$ cat src/rtl/coin_credit_fsm.sv
// Soda-machine front end: collects coins into a credit register, vends once the external
// comparator reports credit >= price, then pays change out one unit per cycle or refunds on cancel.
module coin_credit_fsm #(
  parameter int WIDTH       = 8,
  parameter int NICKEL_VAL  = 5,
  parameter int DIME_VAL    = 10,
  parameter int QUARTER_VAL = 25,
  parameter int CHANGE_UNIT = 5
) (
  input  logic             clk,
  input  logic             rst_n,
  input  logic             coin_valid,
  input  logic [1:0]       coin_type,
  input  logic             cancel,
  input  logic [WIDTH-1:0] price,
  input  logic             credit_lt,
  output logic [WIDTH-1:0] credit,
  output logic             dispense,
  output logic             change_pulse,
  output logic             coin_reject,
  output logic             busy
);

  // state    | meaning
  // IDLE     | credit is zero, waiting for the first coin
  // COLLECT  | accumulating coins until credit reaches price or cancel
  // DISPENSE | one-cycle vend pulse, price deducted on exit
  // CHANGE   | paying out remaining credit one unit per cycle
  typedef enum logic [1:0] {
    S_IDLE     = 2'd0,
    S_COLLECT  = 2'd1,
    S_DISPENSE = 2'd2,
    S_CHANGE   = 2'd3
  } state_t;

  localparam logic [WIDTH:0]   LP_NICKEL  = (WIDTH+1)'(NICKEL_VAL);
  localparam logic [WIDTH:0]   LP_DIME    = (WIDTH+1)'(DIME_VAL);
  localparam logic [WIDTH:0]   LP_QUARTER = (WIDTH+1)'(QUARTER_VAL);
  localparam logic [WIDTH:0]   LP_MAX     = {1'b0, {WIDTH{1'b1}}};
  localparam logic [WIDTH-1:0] LP_UNIT    = WIDTH'(CHANGE_UNIT);

  state_t           r_state;
  state_t           w_state_nxt;
  logic [WIDTH-1:0] r_credit;
  logic [WIDTH-1:0] w_credit_nxt;
  logic             r_coin_reject;

  logic [WIDTH:0]   w_coin_val;
  logic [WIDTH:0]   w_sum;
  logic             w_coin_legal;
  logic             w_coin_window;
  logic             w_coin_accept;
  logic [WIDTH-1:0] w_after_vend;
  logic [WIDTH-1:0] w_after_change;
  logic             w_has_unit;

  always_comb begin
    w_coin_val = '0;
    case (coin_type)
      2'b00:   w_coin_val = LP_NICKEL;
      2'b01:   w_coin_val = LP_DIME;
      2'b10:   w_coin_val = LP_QUARTER;
      default: w_coin_val = '0;
    endcase
  end

  // Sum is one bit wider so an overflowing coin is refused rather than wrapping.
  assign w_sum         = {1'b0, r_credit} + w_coin_val;
  assign w_coin_legal  = (coin_type != 2'b11);
  assign w_coin_window = (r_state == S_IDLE) ||
                         ((r_state == S_COLLECT) && credit_lt && !cancel);
  assign w_coin_accept = coin_valid && w_coin_legal && w_coin_window && (w_sum <= LP_MAX);

  // Price may have moved above credit by the time we vend; clamp instead of wrapping.
  assign w_after_vend   = (r_credit >= price) ? (r_credit - price) : '0;
  assign w_has_unit     = (r_credit >= LP_UNIT);
  assign w_after_change = r_credit - LP_UNIT;

  always_ff @(posedge clk or negedge rst_n) begin
    if (!rst_n) begin
      r_state       <= S_IDLE;
      r_credit      <= '0;
      r_coin_reject <= 1'b0;
    end else begin
      r_state       <= w_state_nxt;
      r_credit      <= w_credit_nxt;
      r_coin_reject <= coin_valid && !w_coin_accept;
    end
  end

  always_comb begin
    w_state_nxt  = r_state;
    w_credit_nxt = r_credit;
    case (r_state)
      S_IDLE: begin
        if (w_coin_accept) begin
          w_state_nxt  = S_COLLECT;
          w_credit_nxt = w_sum[WIDTH-1:0];
        end
      end
      S_COLLECT: begin
        if (!credit_lt) begin
          w_state_nxt = S_DISPENSE;
        end else if (cancel) begin
          w_state_nxt = S_CHANGE;
        end else if (w_coin_accept) begin
          w_credit_nxt = w_sum[WIDTH-1:0];
        end
      end
      S_DISPENSE: begin
        w_credit_nxt = w_after_vend;
        w_state_nxt  = (w_after_vend != '0) ? S_CHANGE : S_IDLE;
      end
      S_CHANGE: begin
        if (w_has_unit) begin
          w_credit_nxt = w_after_change;
        end else begin
          w_credit_nxt = '0;
          w_state_nxt  = S_IDLE;
        end
      end
      default: begin
        w_state_nxt  = S_IDLE;
        w_credit_nxt = '0;
      end
    endcase
  end

  always_comb begin
    dispense     = (r_state == S_DISPENSE);
    change_pulse = (r_state == S_CHANGE) && w_has_unit;
    busy         = (r_state == S_DISPENSE) || (r_state == S_CHANGE);
  end

  assign credit      = r_credit;
  assign coin_reject = r_coin_reject;

endmodule

$ cat config.mk
export PLATFORM = sky130hd
export DESIGN_NAME = coin_credit_fsm
export DESIGN_NICKNAME = d
export VERILOG_FILES = /design/src/rtl/coin_credit_fsm.sv
export SDC_FILE = /design/constraint.sdc
export NUM_CORES = 1
export LEC_CHECK = 0
export BUFFER_PORTS_ARGS = -buffer_cell sky130_fd_sc_hd__buf_4
export CAP_MARGIN = 25
export CELL_PAD_IN_SITES_DETAIL_PLACEMENT = 1
export CELL_PAD_IN_SITES_GLOBAL_PLACEMENT = 1
export CORE_MARGIN = 2
export CORE_UTILIZATION = 38
export CTS_CLUSTER_SIZE = 14
export DETAILED_ROUTE_END_ITERATION = 7
export PLACE_DENSITY = 0.8
export SLEW_MARGIN = 20
export SYNTH_ARGS = -nofsm -noshare
export SYNTH_HDL_FRONTEND = slang
export SYNTH_SLANG_ARGS = --single-unit
$ cat constraint.sdc
create_clock -name clk -period 2.2 [get_ports clk]
set_input_delay 0.33 -clock clk [delete_from_list [all_inputs] [get_ports clk]]
set_output_delay 0.33 -clock clk [all_outputs]
set_load 0.02 [all_outputs]
==> flow_summary.ini, run 1 <==
[clock_network]
cts_tree = yes
htree_levels = 1
cts_buffers = 3
clock_latency_ps = 250
cts.clk_slew.worst_paths_ps = 60
clockBufferDepth = 2
cts_sinks = 11
cts_root_buffer = clkbuf_8

[timing]
maxSlewViolCount = 0
fmax_mhz = 428
finalHoldViolCount = 0
max_slew_margin_pct = 59.3
post-route-period-util_pct = 106
finClkSkew_ps = 4.94
min_period_ps = 2340
worst_pin_slew_ps = 608
worst_slack_ps = -136
setup_viol = 9
rsz0062_at_grt = true

[die]
io_pins = 27
rows = 23
start_util_pct = 40.0
fp.dieW_um = 69.6
die_height_um = 69.6
placeableCoreArea_um2 = 4090
die-area_um2 = 4850

[cells_and_area]
most-common-layout-cells = buf_4 (72), inv_1 (19), nor2_1 (16), a21oi_1 (15), ha_1 (13)
final_common_cell = buf_4
n_fill_cell = 483
fin_cells = 325
utilization_pct = 62.6
antennaDiodeCount = 0
areaGrowthSynthToFinish_pct = 56.2
drive_gt1_share_pct = 46.9
fin_nets = 312

[yosys]
ys_seq_elements = 11
yosysSeqAreaShare_pct = 16.8
synth_cell_types = 59
synth_area_um2 = 1640
synth-edff-count = 0
yosys_warnings = 0
synthCells = 201
synthFlopType = dfrtp_1
syn_nets = 237
syn_avg_cell_area_um2 = 8.14
synthArstFlopShare_pct = 100

[routing]
drtIter0Drc = 163
vias_per_cell = 6.14
drcViolationCount = 0
ant_nets = 0
vias = 1997
wl_per_cell_um = 22.2
dr.pass1.iters = 4
wirelength_um = 7200

[status]
status = finished, violations left
failed_checks = negative setup slack

[setup_path]
criticalPathCategory = reg2reg
crit_path_max_fanout = 4
worstSetupStartpointType = flop
endpoint_kind = flop
required_ps = 2360
cp.arrival_ps = 2490

[global_routing]
grt_start_max_net_pins = 12
grt_pass1_wl_um = 10500
grt_util_all_layers_pct = 27.2
overflow = 0
grt_pass1_vias = 2061
antenna_found_initial = 0

[placed_design]
portBuffers = 26
placed_cells = 312
dp_hpwl_um = 4550
gp_congestion = 0.850

[worst_hold_path]
min_path_type = in2reg

[job]
max-cap-violations = 0

[power_and_ir_drop]
leakage_nw = 1.13
peakVddDrop_mv = 0.834
power_per_cell_area_nw_per_um2 = 1680
[through the flow]
stage	hold slack (ps)	total power, mW	instance area (um^2)	worst slack [ps]	setup TNS (ps)
6_report	411	4.28	2560	-136	-779
5_1_grt	420	4.54	2560	-199	-1330
4_1_cts	413	3.76	2410	-68.1	-255
3_5_place_dp	177	3.19	2170	-293	-1970
3_3_place_gp	172	3.09	2170	-168	-935
2_1_floorplan	34.4	2.09	1650	12.1	0
[cells by family (layout without fill, tap and decap cells)]
family                     count (synthesis)  count (layout)  share of synthesized area, %
AOI/OAI and AO/OA                         67              67                          31.0
and+or+nand+nor                           58              58                          19.3
buffers and inverters                     31             105                          8.64
adders and majority gates                 21              21                          17.0
DFF                                       11              11                          16.8
xor gates and xnor gates                   9               9                          4.82
muxes                                      4               4                          2.45
[area by class of cell]
type	instances	area, um^2	area share, %
multi-input combinational	159	1470	57.4
inverter	23	86.3	3.38
clock buffer	4	45.0	1.76
timing repair buffer	78	616	24.1
sequential	11	279	10.9
tap	50	62.6	2.45
[worst max-delay path, stage by stage, from the launching register on]
cell and delay, ps:
dfrtp_2 410, inv_2 70, ha_4 160, inv_2 50, fa_2 260, nand3_2 110, a311o_2 480, a21boi_4 330
a221oi_2 130, nor3_2 250
[flip-flops by register name, summed over array words and instances (netlist names)]
name / flops
coin_reject: 1
credit: 8
r_state: 2
[final timing paths]
check                      cells after the start                  start  slack (ps)               endpoint
setup / recovery                               9  credit[0]$_DFFE_PN0P_        -140  credit[5]$_DFFE_PN0P_
hold / removal                                 3             coin_valid         410  coin_reject$_DFF_PN0_
setup reg to reg                               9  credit[0]$_DFFE_PN0P_        -140  credit[5]$_DFFE_PN0P_
hold reg to reg                                2  credit[7]$_DFFE_PN0P_         750  credit[7]$_DFFE_PN0P_
max in group asynchronous                      2                  rst_n        1560  credit[4]$_DFFE_PN0P_
min in group asynchronous                      2                  rst_n         460  credit[0]$_DFFE_PN0P_
[synth_stat cells, types with 6 or more instances]
| library cell | instances | area, um^2 |
|---|---|---|
| a211oi_1 | 6 | 45.0 |
| a21oi_1 | 18 | 90.1 |
| dfrtp_1 | 11 | 275 |
| ha_1 | 19 | 238 |
| inv_1 | 21 | 78.8 |
| nand2_1 | 6 | 22.5 |
| nand3_1 | 8 | 40.0 |
| nor2_1 | 16 | 60.1 |
| o21ai_0 | 8 | 40.0 |
| xor2_1 | 6 | 52.6 |
[power by group]
part | internal [mW] | switching [mW] | total (mW)
logic | 1.63 | 1.93 | 3.57
registers | 0.302 | 0.198 | 0.501
clock network | 0.128 | 0.0897 | 0.218
total | 2.06 | 2.22 | 4.28
[per-layer routing]
layer | up-vias | global-route usage [%] | routed length, um
li1 | 907 | - | -
met4 | 0 | 5.34 | 174
met5 | - | 0 | 0
met1 | 987 | 35.0 | 3090
met3 | 19 | 3.49 | 401
met2 | 84 | 48.6 | 3540
[what timing repair did]
| item | in CTS | in global routing |
|---|---|---|
| cloned | 0 | 0 |
| endpoints found under the setup margin | 11 | 11 |
| hold buffers | 1 | 0 |
| pin swaps | 11 | 17 |
| endpoints found under the hold margin | 11 | 0 |
| resized for setup | 32 | 22 |
| buffers inserted | 5 | 3 |
No activity file was read; power rests on OpenSTA's default activity.
==> run 2, diff against run 1 <==
Settings changed: SKIP_CTS_REPAIR_TIMING set to 1.
==> run 2 against run 1 <==
Compared with the run above:
- the run still ends with negative setup slack left
- setup slack got worse by 59 ps
- fmax fell by 2.5%
- final cell count is 1.2% higher
- power down 1.4%
- wire length fell by 0.42%
- design area shrank 0.34%
- critical path depth down 1
- critical endpoint unchanged
- largest power group unchanged
- highest routed layer unchanged
==> flow_summary.ini, run 2 (synthesis results as in run 1) <==
[placed_design]
dp_slack_ps = -293
portBuffers = 26
gp_congestion = 0.850
dp_hpwl_um = 4550

[cells_and_area]
fin_nets = 316
largest_reg_flops = 8
final_common_cell = buf_4
utilization_pct = 62.3
drive_gt1_share_pct = 46.2
most-common-layout-cells = buf_4 (76), inv_1 (19), ha_1 (17), nor2_1 (16), a21oi_1 (16)
areaGrowthSynthToFinish_pct = 55.7
antennaDiodeCount = 0

[timing]
finalHoldViolCount = 0
rsz0062_at_grt = true
finClkSkew_ps = 2.79
max_slew_margin_pct = 62.3
min_period_ps = 2390
worst_pin_slew_ps = 559
setup_tns_ps = -1180
worst_slack_ps = -195
fmax_mhz = 418
whs_ps = 406
post-route-period-util_pct = 109
setup_viol = 11
maxSlewViolCount = 0

[setup_path]
required_ps = 2330
criticalPathCategory = reg2reg
cpMaxStageDelayCell = dfrtp_2
r2r_slack_ps = -190
worstPathCellList = ha_1, buf_4, and3b_1, a211oi_1, o211ai_1, buf_4, a2111oi_4, nor3_2
r2r_cells = 8
crit_path_max_fanout = 4
max_stage_delay_ps = 440
r2r-start = credit[4]$_DFFE_PN0P_
cp.arrival_ps = 2530
r2r_end = credit[5]$_DFFE_PN0P_
worstSetupStartpointType = flop
worst_path_most_repeated_cell = buf_4
endpoint_kind = flop

[worst_hold_path]
holdPathStages = 3
worst_hold_path.endpoint = coin_reject$_DFF_PN0_
holdCritStartpoint = coin_valid
min_path_type = in2reg

[clock_network]
cts.clk_slew.worst_paths_ps = 60
htree_levels = 1
cts_tree = yes
cts_sinks = 11
cts_buffers = 3
clockBufferDepth = 2
cts_root_buffer = clkbuf_8
clock_latency_ps = 250

[routing]
drcViolationCount = 0
wl_met2_um = 3510
met1_length_um = 2900
wl_per_cell_um = 21.8
vias = 2012
routed.top_layer = met4
route.met3.wl_um = 502
ant_nets = 0
dr.pass1.iters = 4
drtIter0Drc = 100
vias_per_cell = 6.12
wirelength_um = 7170

[status]
status = finished, violations left
failed_checks = negative setup slack

[die]
start_util_pct = 40.0
rows = 23
die-area_um2 = 4850
die_height_um = 69.6
fp.dieW_um = 69.6
io_pins = 27
placeableCoreArea_um2 = 4090

[global_routing]
grt_start_max_net_pins = 12
grt_pass1_vias = 1920
antenna_found_initial = 0
overflow = 0
grt_pass1_wl_um = 9270
grt_util_all_layers_pct = 23.4

[power_and_ir_drop]
swShare_pct = 51.6
power_per_cell_area_nw_per_um2 = 1660
p_clk_share_pct = 5.3
total_power_mw = 4.23
leakage_nw = 1.16
p_int_mw = 2.05
pwr-share-seq_pct = 12.0
power_frac_comb_pct = 82.8
peakVddDrop_mv = 0.868
p_switching_mw = 2.18

[job]
max-cap-violations = 0
==> run 2: layout make-up <==
class,count,area [um^2]
Timing Repair Buffer,82,637
Sequential cell,11,280
Inverter,23,86.3
Fill cell,490,1540
Clock buffer,4,45.0
Multi-Input combinational cell,159,1440
Tap cell,50,62.6
==> run 2: routing by layer <==
| metal | global-route usage, % | vias up |
|---|---|---|
| met5 | 0 | - |
| met2 | 40.4 | 84 |
| met3 | 3.78 | 27 |
| met1 | 31.0 | 993 |
| li1 | - | 908 |
| met4 | 4.27 | 0 |
==> run 2: how the worst max path moves through the flow <==
stage,startpoint,to,depth (start not counted),slack [ps]
floorplan,credit[1]$_DFFE_PN0P_,r_state[0]$_DFFE_PN0P_,8,10
global placement,coin_type[0],r_state[0]$_DFFE_PN0P_,9,-170
detailed placement,coin_type[0],credit[0]$_DFFE_PN0P_,9,-290
CTS,credit[0]$_DFFE_PN0P_,credit[5]$_DFFE_PN0P_,9,-240
global route,credit[4]$_DFFE_PN0P_,credit[5]$_DFFE_PN0P_,8,-230
finish,credit[4]$_DFFE_PN0P_,credit[5]$_DFFE_PN0P_,8,-190
==> run 2: power groups by stage <==
stage / combinational, mW / clock (mW) / sequential [mW]
final: 3.50 / 0.223 / 0.505
after global routing: 3.73 / 0.236 / 0.523
after CTS: 2.74 / 0.213 / 0.479
after detailed placement: 2.71 / 0 / 0.477
after global placement: 2.62 / 0 / 0.475
after floorplan: 1.59 / 0 / 0.495
==> run 2: critical path, delay by kind of cell, from the launching register on <==
| kind | cells | cell delay, ps |
|---|---|---|
| buffers and inverters | 2 | 370 |
| AOI/OAI and AO/OA | 3 | 880 |
| and+or+nand+nor | 2 | 230 |
| DFF | 1 | 440 |
| adders and majority gates | 1 | 340 |
==> run 2: per-stage QoR <==
step | area (um^2) | std cells
global placement | 2170 | 312
finish | 2550 | 329
detailed placement | 2170 | 312
floorplan | 1650 | 201
CTS | 2220 | 316
global route | 2550 | 329
==> run 3, diff against run 2 <==
Settings changed: REMOVE_ABC_BUFFERS set to 1.
==> run 3 against run 2 <==
Compared with the run above:
- the run still ends with negative setup slack left
- critical path type unchanged
- sequential power about the same
- first-iteration DRC count is 14% higher
- clock skew about the same
- critical endpoint unchanged
- largest power group unchanged
- final cell count shrank 0.61%
- register-to-register slack worse by 60 ps
- clock power shrank 3%
==> flow_summary.ini, run 3 (synthesis results as in run 1) <==
[global_routing]
grt_pass1_wl_um = 8850
grt_start_max_net_pins = 12
grt_pass1_vias = 1873
overflow = 0
antenna_found_initial = 0
grt_util_all_layers_pct = 22.6

[timing]
setup_viol = 11
max_slew_margin_pct = 60.1
fmax_mhz = 407
worst_slack_ps = -258
post-route-period-util_pct = 112
finalHoldViolCount = 0
whs_ps = 414
rsz0062_at_grt = true
finClkSkew_ps = 2.65
worst_pin_slew_ps = 599
maxSlewViolCount = 0
min_period_ps = 2460

[clock_network]
cts.clk_slew.worst_paths_ps = 50
clock_latency_ps = 250
cts_root_buffer = clkbuf_8
cts_sinks = 11
clockBufferDepth = 2
cts_tree = yes
htree_levels = 1
cts_buffers = 3

[cells_and_area]
most-common-layout-cells = buf_4 (75), inv_1 (19), nor2_1 (16), a21oi_1 (14), ha_1 (14)
largest_reg_flops = 8
utilization_pct = 63.4
final_area_um2 = 2590
areaGrowthSynthToFinish_pct = 58.3
n_fill_cell = 469
fin_nets = 314
antennaDiodeCount = 0
fin_cells = 327
final_common_cell = buf_4
drive_gt1_share_pct = 46.2

[setup_path]
cp.arrival_ps = 2580
criticalPathCategory = reg2reg
endpoint_kind = flop
r2r-start = credit[0]$_DFFE_PN0P_
required_ps = 2320
crit_path_max_fanout = 3
worstSetupStartpointType = flop
cp-startpoint = credit[0]$_DFFE_PN0P_

[power_and_ir_drop]
leakage_nw = 1.15
power_per_cell_area_nw_per_um2 = 1690
peakVddDrop_mv = 0.780

[routing]
vias = 1986
dr.pass1.iters = 4
ant_nets = 0
vias_per_cell = 6.07
wl_per_cell_um = 23.2
drcViolationCount = 0
wirelength_um = 7590
drtIter0Drc = 114

[placed_design]
gp_congestion = 0.860
dpl_cell_area_um2 = 2160
dp_hpwl_um = 4520
portBuffers = 26
placed_cells = 312

[die]
die_height_um = 69.6
rows = 23
start_util_pct = 40.0
fp.dieW_um = 69.6
die-area_um2 = 4850
placeableCoreArea_um2 = 4090
io_pins = 27

[status]
status = finished, violations left
failed_checks = negative setup slack

[worst_hold_path]
min_path_type = in2reg
holdCritStartpoint = coin_valid

[job]
max-cap-violations = 0
## run 3: cell count changes in the layout (fill, tap and decap cells not counted), sizes merged
cell	previous run	this run
buf	81	79
## run 3: metrics by stage
step	power (mW)	TNS [ps]	worst slack, ps
2_1_floorplan	1.98	-207	-130
3_3_place_gp	3.07	-1160	-187
3_5_place_dp	3.16	-1970	-333
4_1_cts	3.41	-1520	-242
5_1_grt	4.62	-2350	-326
6_report	4.37	-1810	-258
## run 3: layout make-up
type	instances	area, um^2	area share [%]
Sequential cell	11	277	10.7
Tap cell	50	62.6	2.42
Timing Repair Buffer	80	618	23.9
Multi-Input combinational cell	159	1500	58.0
Inverter	23	86.3	3.33
Clock buffer	4	45.0	1.74
## run 3: power by group
group / switching [mW] / internal (mW)
combinational: 1.99 / 1.67
clock: 0.0877 / 0.128
sequential: 0.204 / 0.298
## run 3: final timing paths
| path | to | depth (start not counted) | slack [ps] |
|---|---|---|---|
| max | credit[5]$_DFFE_PN0P_ | 9 | -260 |
| min | coin_reject$_DFF_PN0_ | 3 | 410 |
| max reg2reg | credit[5]$_DFFE_PN0P_ | 9 | -260 |
| min reg2reg | credit[1]$_DFFE_PN0P_ | 2 | 680 |
| max in group asynchronous | credit[1]$_DFFE_PN0P_ | 2 | 1560 |
| min in group asynchronous | credit[4]$_DFFE_PN0P_ | 2 | 470 |
## run 3: worst max-delay path: stages, from the launching register on
cell	delay [ps]
dfrtp_1	410
inv_2	90
buf_4	130
ha_1	220
and2b_2	280
buf_4	160
nor4_1	440
o41ai_2	190
a2111oi_4	350
nor3_2	70
## run 3: layer usage
metal  vias to the layer above  track usage (%)  part of all wire [%]
met5                         -                0                     0
met4                         0             4.91                   2.6
met3                        23             4.07                   5.5
met2                        85             39.1                    50
met1                       969             29.3                    41
li1                        909                -                     -
